File: config.mk
export PLATFORM = sky130hd
export DESIGN_NAME = io_responder
export DESIGN_NICKNAME = d
export VERILOG_FILES = /design/src/rtl/io_responder.sv
export SDC_FILE = /design/constraint.sdc
export NUM_CORES = 1
export LEC_CHECK = 0
export ABC_AREA = 1
export CAP_MARGIN = 40
export CORE_ASPECT_RATIO = 1.1
export CORE_MARGIN = 2
export CORE_UTILIZATION = 45
export DETAILED_ROUTE_END_ITERATION = 8
export PLACE_DENSITY = 0.82
export SYNTH_ARGS = -nofsm -noshare
export SYNTH_HDL_FRONTEND = slang
export SYNTH_SLANG_ARGS = --single-unit
export TNS_END_PERCENT = 5
File: constraint.sdc
create_clock -name clock -period 1.77 [get_ports clock]
set_input_delay 0.2655 -clock clock [delete_from_list [all_inputs] [get_ports clock]]
set_output_delay 0.2655 -clock clock [all_outputs]
set_load 0.1 [all_outputs]
File: src/rtl/io_responder.sv
// io_responder: CPU-facing LED output register and debounced switch input register.
//   - LED register is written when led_cs is high and io_addr[7:0] matches LED_ADDR.
//   - Switch levels pass through a 2-flop synchronizer and then into sw_stable.
//   - io_rdata returns sw_stable combinationally when switch_cs is high and
//     io_addr[7:0] matches SW_ADDR, otherwise zero. Reads have no side effects.
// Build option: define IO_DEBOUNCE_EN to compile in the word-wide debounce filter.
// Without it, sw_stable follows the synchronizer output every cycle and
// DEBOUNCE_CYCLES is ignored.
module io_responder #(
  parameter int unsigned DEBOUNCE_CYCLES = 20000,
  parameter logic [7:0]  LED_ADDR        = 8'h60,
  parameter logic [7:0]  SW_ADDR         = 8'h70
) (
  input  logic        clock,
  input  logic        reset,
  input  logic        led_cs,
  input  logic        switch_cs,
  input  logic [31:0] io_addr,
  input  logic [23:0] io_wdata,
  output logic [23:0] io_rdata,
  input  logic [23:0] switch_in,
  output logic [23:0] led_out
);

  // Only the low address byte takes part in decode.
  logic unused_addr_hi;
  assign unused_addr_hi = ^io_addr[31:8];

  logic        led_wr;
  logic        sw_rd;
  logic [23:0] led_q, led_d;
  logic [23:0] sw_s1_q;
  logic [23:0] sw_s2_q;
  logic [23:0] sw_stable_q, sw_stable_d;

  assign led_wr = led_cs && (io_addr[7:0] == LED_ADDR);
  assign sw_rd  = switch_cs && (io_addr[7:0] == SW_ADDR);

  // Read mux: accepted switch word when addressed, zero otherwise.
  always_comb begin
    io_rdata = 24'h0;
    if (sw_rd) begin
      io_rdata = sw_stable_q;
    end
  end

  // LED register next state: load on a decoded write, otherwise hold.
  always_comb begin
    led_d = led_q;
    if (led_wr) begin
      led_d = io_wdata;
    end
  end

  // LED register and switch synchronizer.
  always_ff @(posedge clock) begin
    if (reset) begin
      led_q   <= 24'h0;
      sw_s1_q <= 24'h0;
      sw_s2_q <= 24'h0;
    end else begin
      led_q   <= led_d;
      sw_s1_q <= switch_in;
      sw_s2_q <= sw_s1_q;
    end
  end

  assign led_out = led_q;

`ifdef IO_DEBOUNCE_EN
  // Counter sized to reach DEBOUNCE_CYCLES-1; it saturates there so a long
  // stable period keeps refreshing sw_stable without wrapping.
  localparam int unsigned CNT_W = (DEBOUNCE_CYCLES > 2) ? $clog2(DEBOUNCE_CYCLES) : 1;
  localparam logic [CNT_W-1:0] CNT_MAX = CNT_W'(DEBOUNCE_CYCLES - 1);

  logic [23:0]      sw_cand_q, sw_cand_d;
  logic [CNT_W-1:0] cnt_q, cnt_d;

  // Debounce next state: any bit change restarts the count for the whole word.
  always_comb begin
    sw_cand_d   = sw_cand_q;
    cnt_d       = cnt_q;
    sw_stable_d = sw_stable_q;
    if (sw_s2_q != sw_cand_q) begin
      sw_cand_d = sw_s2_q;
      cnt_d     = '0;
    end else if (cnt_q == CNT_MAX) begin
      sw_stable_d = sw_cand_q;
    end else begin
      cnt_d = cnt_q + CNT_W'(1);
    end
  end

  // Debounce state registers.
  always_ff @(posedge clock) begin
    if (reset) begin
      sw_cand_q   <= 24'h0;
      cnt_q       <= '0;
      sw_stable_q <= 24'h0;
    end else begin
      sw_cand_q   <= sw_cand_d;
      cnt_q       <= cnt_d;
      sw_stable_q <= sw_stable_d;
    end
  end
`else
  localparam int unsigned unused_debounce_cycles = DEBOUNCE_CYCLES;

  // No filtering: accept the synchronized level every cycle.
  always_comb begin
    sw_stable_d = sw_s2_q;
  end

  // Accepted switch register.
  always_ff @(posedge clock) begin
    if (reset) begin
      sw_stable_q <= 24'h0;
    end else begin
      sw_stable_q <= sw_stable_d;
    end
  end
`endif

endmodule

==> run summary, run 1 <==
DRC viols = 0
Grt total ovfl = 0
Post-DP HPWL = 4830 µm
Crit path kind = input port to output port
Place WS = -0.361 ns
Slowest cell on crit path = or2_4
Status = finished clean
Hold Vio Cnt, Final = 0
CTS tree = yes
Most frequent cells in the layout = inv_1, nor2_1, dfxtp_1, clkdlybuf4s50_1, buf_4
Skew final = 0.00921 ns
Final Wtd Congestion = 0.769
Total GRT Usage = 0.183
Post-Synthesis Net Count = 531
N_diodes = 0
Most common cell after layout, fill and taps aside = inv_1
Remaining antenna violation count after routing = 0
Die Ht = 94.7 µm
Vias in the first global route = 2,596
RSZ-0062 raised after global routing = no
NetSw = 1.05 mW
Post-synthesis cell count = 447
Clk root buf = clkbuf_8
Ports = 132
TritonCTS Buffers = 9
Power share of the clock group = 0.368
Critical Path, Cell by Cell = clkdlybuf4s15_1 > inv_2 > nand3_2 > or2_4 > buf_16 > nor2_4 > buf_12
Clock buffer depth = 2
Setup TNS = 0 ns
Final net count = 641
Period Utilization, post-route = 0.967
Antenna violations before repair = 0
Max Freq = 584 MHz
Synthesis-stage register bit count = 96
Sw frac = 0.261
CORE AREA = 7350 µm²
Area growth from synthesis to layout = 52.0%
Final worst setup slack = 0.0580 ns
Largest net degree at the start of global routing = 73
Number of fill cells = 570
# setup viols final = 0
Register area share after synthesis = 0.571
Cell Int Power = 2.97 mW
Synth Cell Area = 3370 µm²
Routed via count = 2,745
CTS clk-pin slew, worst paths = 0.11 ns
Routed len/inst = 10.9 µm
Required @ worst endpoint = 1.50 ns
First-pass GRT wire length = 11,500 µm
Worst-Margin Slew = 0.718 ns
Synth warnings = 0
Layout cells sized above 1 = 0.206
Cell Rows = 33
Die X = 86.5 µm
Critical path peak fanout = 6
Maximum vdd drop = 0.601 mV
Arrival time worst endpoint = 1.45 ns
Slowest stage delay, CP = 0.34 ns
Starting density of the core = 0.458
Leak pwr = 2.30 nW
Post-CTS Hold Fix Bufs = 0
Maxcap violations = 0
Fin crit period = 1.71 ns
WL final = 7050 µm
Die area = 8190 µm²
Max-slew violation count = 0
Number of H-tree levels = 3
Comb power frac = 0.074
Tot Pwr = 4.01 mW
Via-to-Cell Ratio = 4.23
Worst-Skew Late Latency = 0.37 ns
CTS Sinks = 96
Slew HR = 0.520
Power share of the sequential group = 0.558
Distinct cells, synth = 12
Hold Crit Class = input port to flop
Syn_area_per_cell = 7.53 µm²
Crit path capture type = output port
Pre-antenna DRT Iters = 4
Pwr dens = 785 nW/µm²
DR iter-0 viols = 120
Port bufs = 107
Crit path launch type = input port
## cell usage after synthesis
cell,count,area share
buf_4,2,0.0045
nand2_1,26,0.029
buf_1,6,0.0067
nand3_1,28,0.042
inv_1,127,0.14
buf_2,3,0.0045
nor2_2,22,0.041
buf_6,3,0.010
dfxtp_1,96,0.57
nor2_1,128,0.14
clkbuf_1,5,0.0056
or2_1,1,0.0019
## critical path, delay by kind of cell
kind                   cells  cell delay (ns)
AND/OR/NAND/NOR            3             0.56
buffers and inverters      4             0.62
## per-layer routing
layer,vias to the layer above,track usage,share of wire
met1,1179,0.185,0.39
met5,-,0,0
met3,27,0.0551,0.048
li1,1452,-,-
met4,0,0.111,0.040
met2,87,0.326,0.53
## metrics by stage
| stage | area (µm²) | utilization | std cells | hold WS, ns |
|---|---|---|---|---|
| CTS | 5120 | 0.697 | 648 | 0.371 |
| floorplan | 3380 | - | 447 | 0.372 |
| detailed placement | 4700 | 0.639 | 628 | 0.393 |
| global placement | 4700 | 0.639 | 628 | 0.391 |
| global route | 5120 | 0.696 | 649 | 0.385 |
| finish | 5120 | 0.696 | 649 | 0.389 |
## power groups by stage
stage | clock (mW) | sequential (mW) | combinational (mW)
3_5_place_dp | 0 | 2.29 | 0.289
6_report | 1.48 | 2.24 | 0.297
4_1_cts | 1.51 | 2.24 | 0.296
5_1_grt | 1.61 | 2.25 | 0.330
2_1_floorplan | 0 | 2.30 | 0.124
3_3_place_gp | 0 | 2.29 | 0.280
## logic make-up (layout without fill, tap and decap cells)
family                 Yosys count  in the layout  synth area share
DFF                             96             96             0.571
buffers and inverters          146            261             0.173
and+or+nand+nor                205            205             0.256
## registers in the layout, summed over array words and instances (netlist names)
| name | flops |
|---|---|
| led_out | 24 |
| sw_s1_q | 24 |
| sw_s2_q | 24 |
| sw_stable_q | 24 |
## worst paths after layout
check	start	depth (start not counted)	end	slack [ns]
hold reg to reg	sw_s2_q[19]$_SDFF_PP0_	2	sw_stable_q[19]$_SDFF_PP0_	0.41
hold / removal	switch_in[10]	3	sw_s1_q[10]$_SDFF_PP0_	0.39
setup / recovery	io_addr[2]	7	io_rdata[14]	0.06
setup reg to reg	led_out[3]$_SDFFE_PP0P_	2	led_out[3]$_SDFFE_PP0P_	1.17
## timing repair
action / in CTS / in global routing
endpoints found under the setup margin: 24 / 24
resized for setup: 55 / 6
setup buffers: 1 / 1
gates cloned: 3 / 0
pin swaps: 7 / 7
## area by class of cell
type	count	area (µm²)	share of cell area
sequential	96	1920	0.376
inverter	127	477	0.0932
tap	87	109	0.0213
clock inverter	7	86.3	0.0169
timing repair buffer	118	1380	0.270
clock buffer	9	124	0.0242
multi-input combinational	205	1020	0.199
Power figures use the tool's default switching activity.
==> run 2: changes to the inputs <==
--- a/config.mk
+++ b/config.mk
@@ -9,9 +9,9 @@
 export CAP_MARGIN = 40
 export CORE_ASPECT_RATIO = 1.1
 export CORE_MARGIN = 2
-export CORE_UTILIZATION = 45
+export CORE_UTILIZATION = 46
 export DETAILED_ROUTE_END_ITERATION = 8
-export PLACE_DENSITY = 0.82
+export PLACE_DENSITY = 0.84
 export SYNTH_ARGS = -nofsm -noshare
 export SYNTH_HDL_FRONTEND = slang
 export SYNTH_SLANG_ARGS = --single-unit
==> run 2 against run 1 <==
Net effect: worst setup slack lost 0.032 ns; largest cell class unchanged; largest power group unchanged; power shrank 2.8%; first-iteration DRC count shrank 23%; final cell count grew 1.8%; non-clock buffer count grew 14; clock power shrank 9%; global-route usage is essentially flat; highest routed layer unchanged; sequential share of layout area shrank 0.87 points; register-to-register slack is essentially flat.
==> run summary, run 2 (same netlist as run 1, synthesis figures left out) <==
Status = finished clean
Critical Path, Cell by Cell = buf_2 > nor2_4 > nand3_2 > or2_4 > buf_12 > buf_16 > nor2_4 > buf_12
Most common cell after layout, fill and taps aside = inv_1
Number of fill cells = 505 (-11%)
Via-to-Cell Ratio = 4.13 (-2.3%)
Final core utilization = 0.743 (+0.0471)
Crit path launch type = input port
Power share of the clock group = 0.346 (-0.022)
Leak pwr = 2.36 nW (+2.9%)
Fin crit period = 1.74 ns (+0.0324 ns)
First-pass GRT wire length = 11,400 µm (-0.43%)
Skew final = 0.00588 ns (-0.00332 ns)
CORE AREA = 7050 µm² (-4.1%)
Number of H-tree levels = 3 (unchanged)
Comb power frac = 0.080 (+0.006)
Routed len/inst = 10.6 µm (-2.5%)
CTS clk-pin slew, worst paths = 0.10 ns (about the same)
CTS Sinks = 96 (unchanged)
Register area = 1920 µm² (unchanged)
Routed via count = 2,731 (-0.51%)
Layout cells sized above 1 = 0.229 (+0.0228)
Largest net degree at the start of global routing = 73 (unchanged)
Hold Crit Class = flop to flop
Grt total ovfl = 0 (unchanged)
# setup viols final = 0 (unchanged)
TritonCTS Buffers = 9 (unchanged)
Post-CTS Hold Fix Bufs = 0 (unchanged)
Required @ worst endpoint = 1.50 ns (about the same)
N_diodes = 0 (unchanged)
WL final = 7000 µm (-0.74%)
Starting density of the core = 0.478 (+0.0197)
Clock buffer depth = 2 (unchanged)
Antenna violations before repair = 0 (unchanged)
CTS tree = yes
Clk root buf = clkbuf_8
NetSw = 0.959 mW (-8.6%)
Pwr dens = 745 nW/µm² (-5.0%)
Final net count = 655 (+2.2%)
Worst-Skew Late Latency = 0.35 ns (-0.02 ns)
Hold Vio Cnt, Final = 0 (unchanged)
Pre-antenna DRT Iters = 4 (unchanged)
Cell Rows = 32 (-3.0%)
Max-slew violation count = 0 (unchanged)
Sw frac = 0.246 (-0.0155)
Critical path peak fanout = 6 (unchanged)
Crit path kind = input port to output port
DRC viols = 0 (unchanged)
Placed Cells incl. Taps = 627 (-0.16%)
Post-DP HPWL = 4620 µm (-4.4%)
Die area = 8020 µm² (-2.1%)
Maximum vdd drop = 0.559 mV (-7.0%)
Cell Int Power = 2.94 mW (-0.75%)
Crit path capture type = output port
Remaining antenna violation count after routing = 0 (unchanged)
Crit path buf inv count = 4 (unchanged)
Fin cells = 661 (+1.8%)
Multi-input logic area = 1020 µm² (+0.49%)
Vias in the first global route = 2,567 (-1.1%)
Port bufs = 107 (unchanged)
Slowest cell on crit path = or2_4
Maxcap violations = 0 (unchanged)
Top cell family by delay on the critical path = simple AND/OR/NAND/NOR gates
Slowest stage delay, CP = 0.30 ns (-0.04 ns)
Final Wtd Congestion = 0.793 (+3.2%)
Ports = 132 (unchanged)
Max Freq = 573 MHz (-1.9%)
Area growth from synthesis to layout = 55.6%
Period Utilization, post-route = 0.986 (+0.0183)
Total GRT Usage = 0.182 (-0.000276)
Most frequent cells in the layout = inv_1, nor2_1, dfxtp_1, clkdlybuf4s50_1, buf_4
Die X = 85.6 µm (-1.0%)
Die Ht = 93.7 µm (-1.0%)
Arrival time worst endpoint = 1.48 ns (+0.03 ns)
Worst-Margin Slew = 0.735 ns (+0.0166 ns)
DR iter-0 viols = 93 (-23%)
Slew HR = 0.509 (-0.0111)
Power share of the sequential group = 0.574 (+0.016)
run 2: repair_timing:
action,4_1_cts,5_1_grt
setup buffers,14,2
cloned,3,0
endpoints found under the hold margin,0,0
pin swaps,8,7
endpoints found under the setup margin,24,19
resized for setup,60,5
run 2: metrics by stage:
step | setup slack, ns | area, µm² | hold WS (ns) | power, mW | setup TNS (ns)
floorplan | -0.283 | 3380 | 0.372 | 2.42 | -6.22
global placement | -0.240 | 4710 | 0.389 | 2.57 | -5.63
detailed placement | -0.287 | 4710 | 0.392 | 2.58 | -6.35
CTS | 0.00909 | 5220 | 0.392 | 3.93 | 0
global route | -0.00974 | 5240 | 0.399 | 4.07 | -0.0385
finish | 0.0256 | 5240 | 0.404 | 3.90 | 0
run 2: tightest hold or removal path: cells and delay by family (launching register included):
family / cells / cell delay, ns
buffers and inverters: 1 / 0.04
AND/OR/NAND/NOR: 1 / 0.03
flip-flops: 1 / 0.31
run 2: worst paths after layout:
kind,slack (ns),depth (start not counted),to,from
min reg2reg,0.40,2,sw_stable_q[2]$_SDFF_PP0_,sw_s2_q[2]$_SDFF_PP0_
min,0.40,2,sw_stable_q[2]$_SDFF_PP0_,sw_s2_q[2]$_SDFF_PP0_
max,0.03,8,io_rdata[18],io_addr[1]
max reg2reg,1.17,2,led_out[18]$_SDFFE_PP0P_,led_out[18]$_SDFFE_PP0P_
run 2: layout make-up:
class / instances / share of cell area
clock inverter: 7 / 0.0129
clock buffer: 9 / 0.0237
multi-input combinational: 205 / 0.195
tap: 85 / 0.0203
sequential: 96 / 0.367
timing repair buffer: 132 / 0.290
inverter: 127 / 0.0910
run 2: power by group through the flow:
stage	sequential, mW	combinational, mW	clock, mW
floorplan	2.30	0.124	0
CTS	2.24	0.305	1.39
finish	2.24	0.311	1.35
detailed placement	2.29	0.290	0
global placement	2.29	0.281	0
global route	2.25	0.347	1.47
run 2: routing by layer:
layer  track usage  vias to the layer above  routed length [µm]
met5             0                        -                   0
met1         0.196                     1159                2800
met3        0.0334                       14                 340
met4        0.0899                        0                 180
met2         0.340                       73                3680
li1              -                     1485                   -
==> run 3: changes to the inputs <==
--- a/config.mk
+++ b/config.mk
@@ -6,7 +6,6 @@
 export NUM_CORES = 1
 export LEC_CHECK = 0
 export ABC_AREA = 1
-export CAP_MARGIN = 40
 export CORE_ASPECT_RATIO = 1.1
 export CORE_MARGIN = 2
 export CORE_UTILIZATION = 46
==> results of run 3 <==
The final DEF is identical to that of run 2; final timing and power are the same.
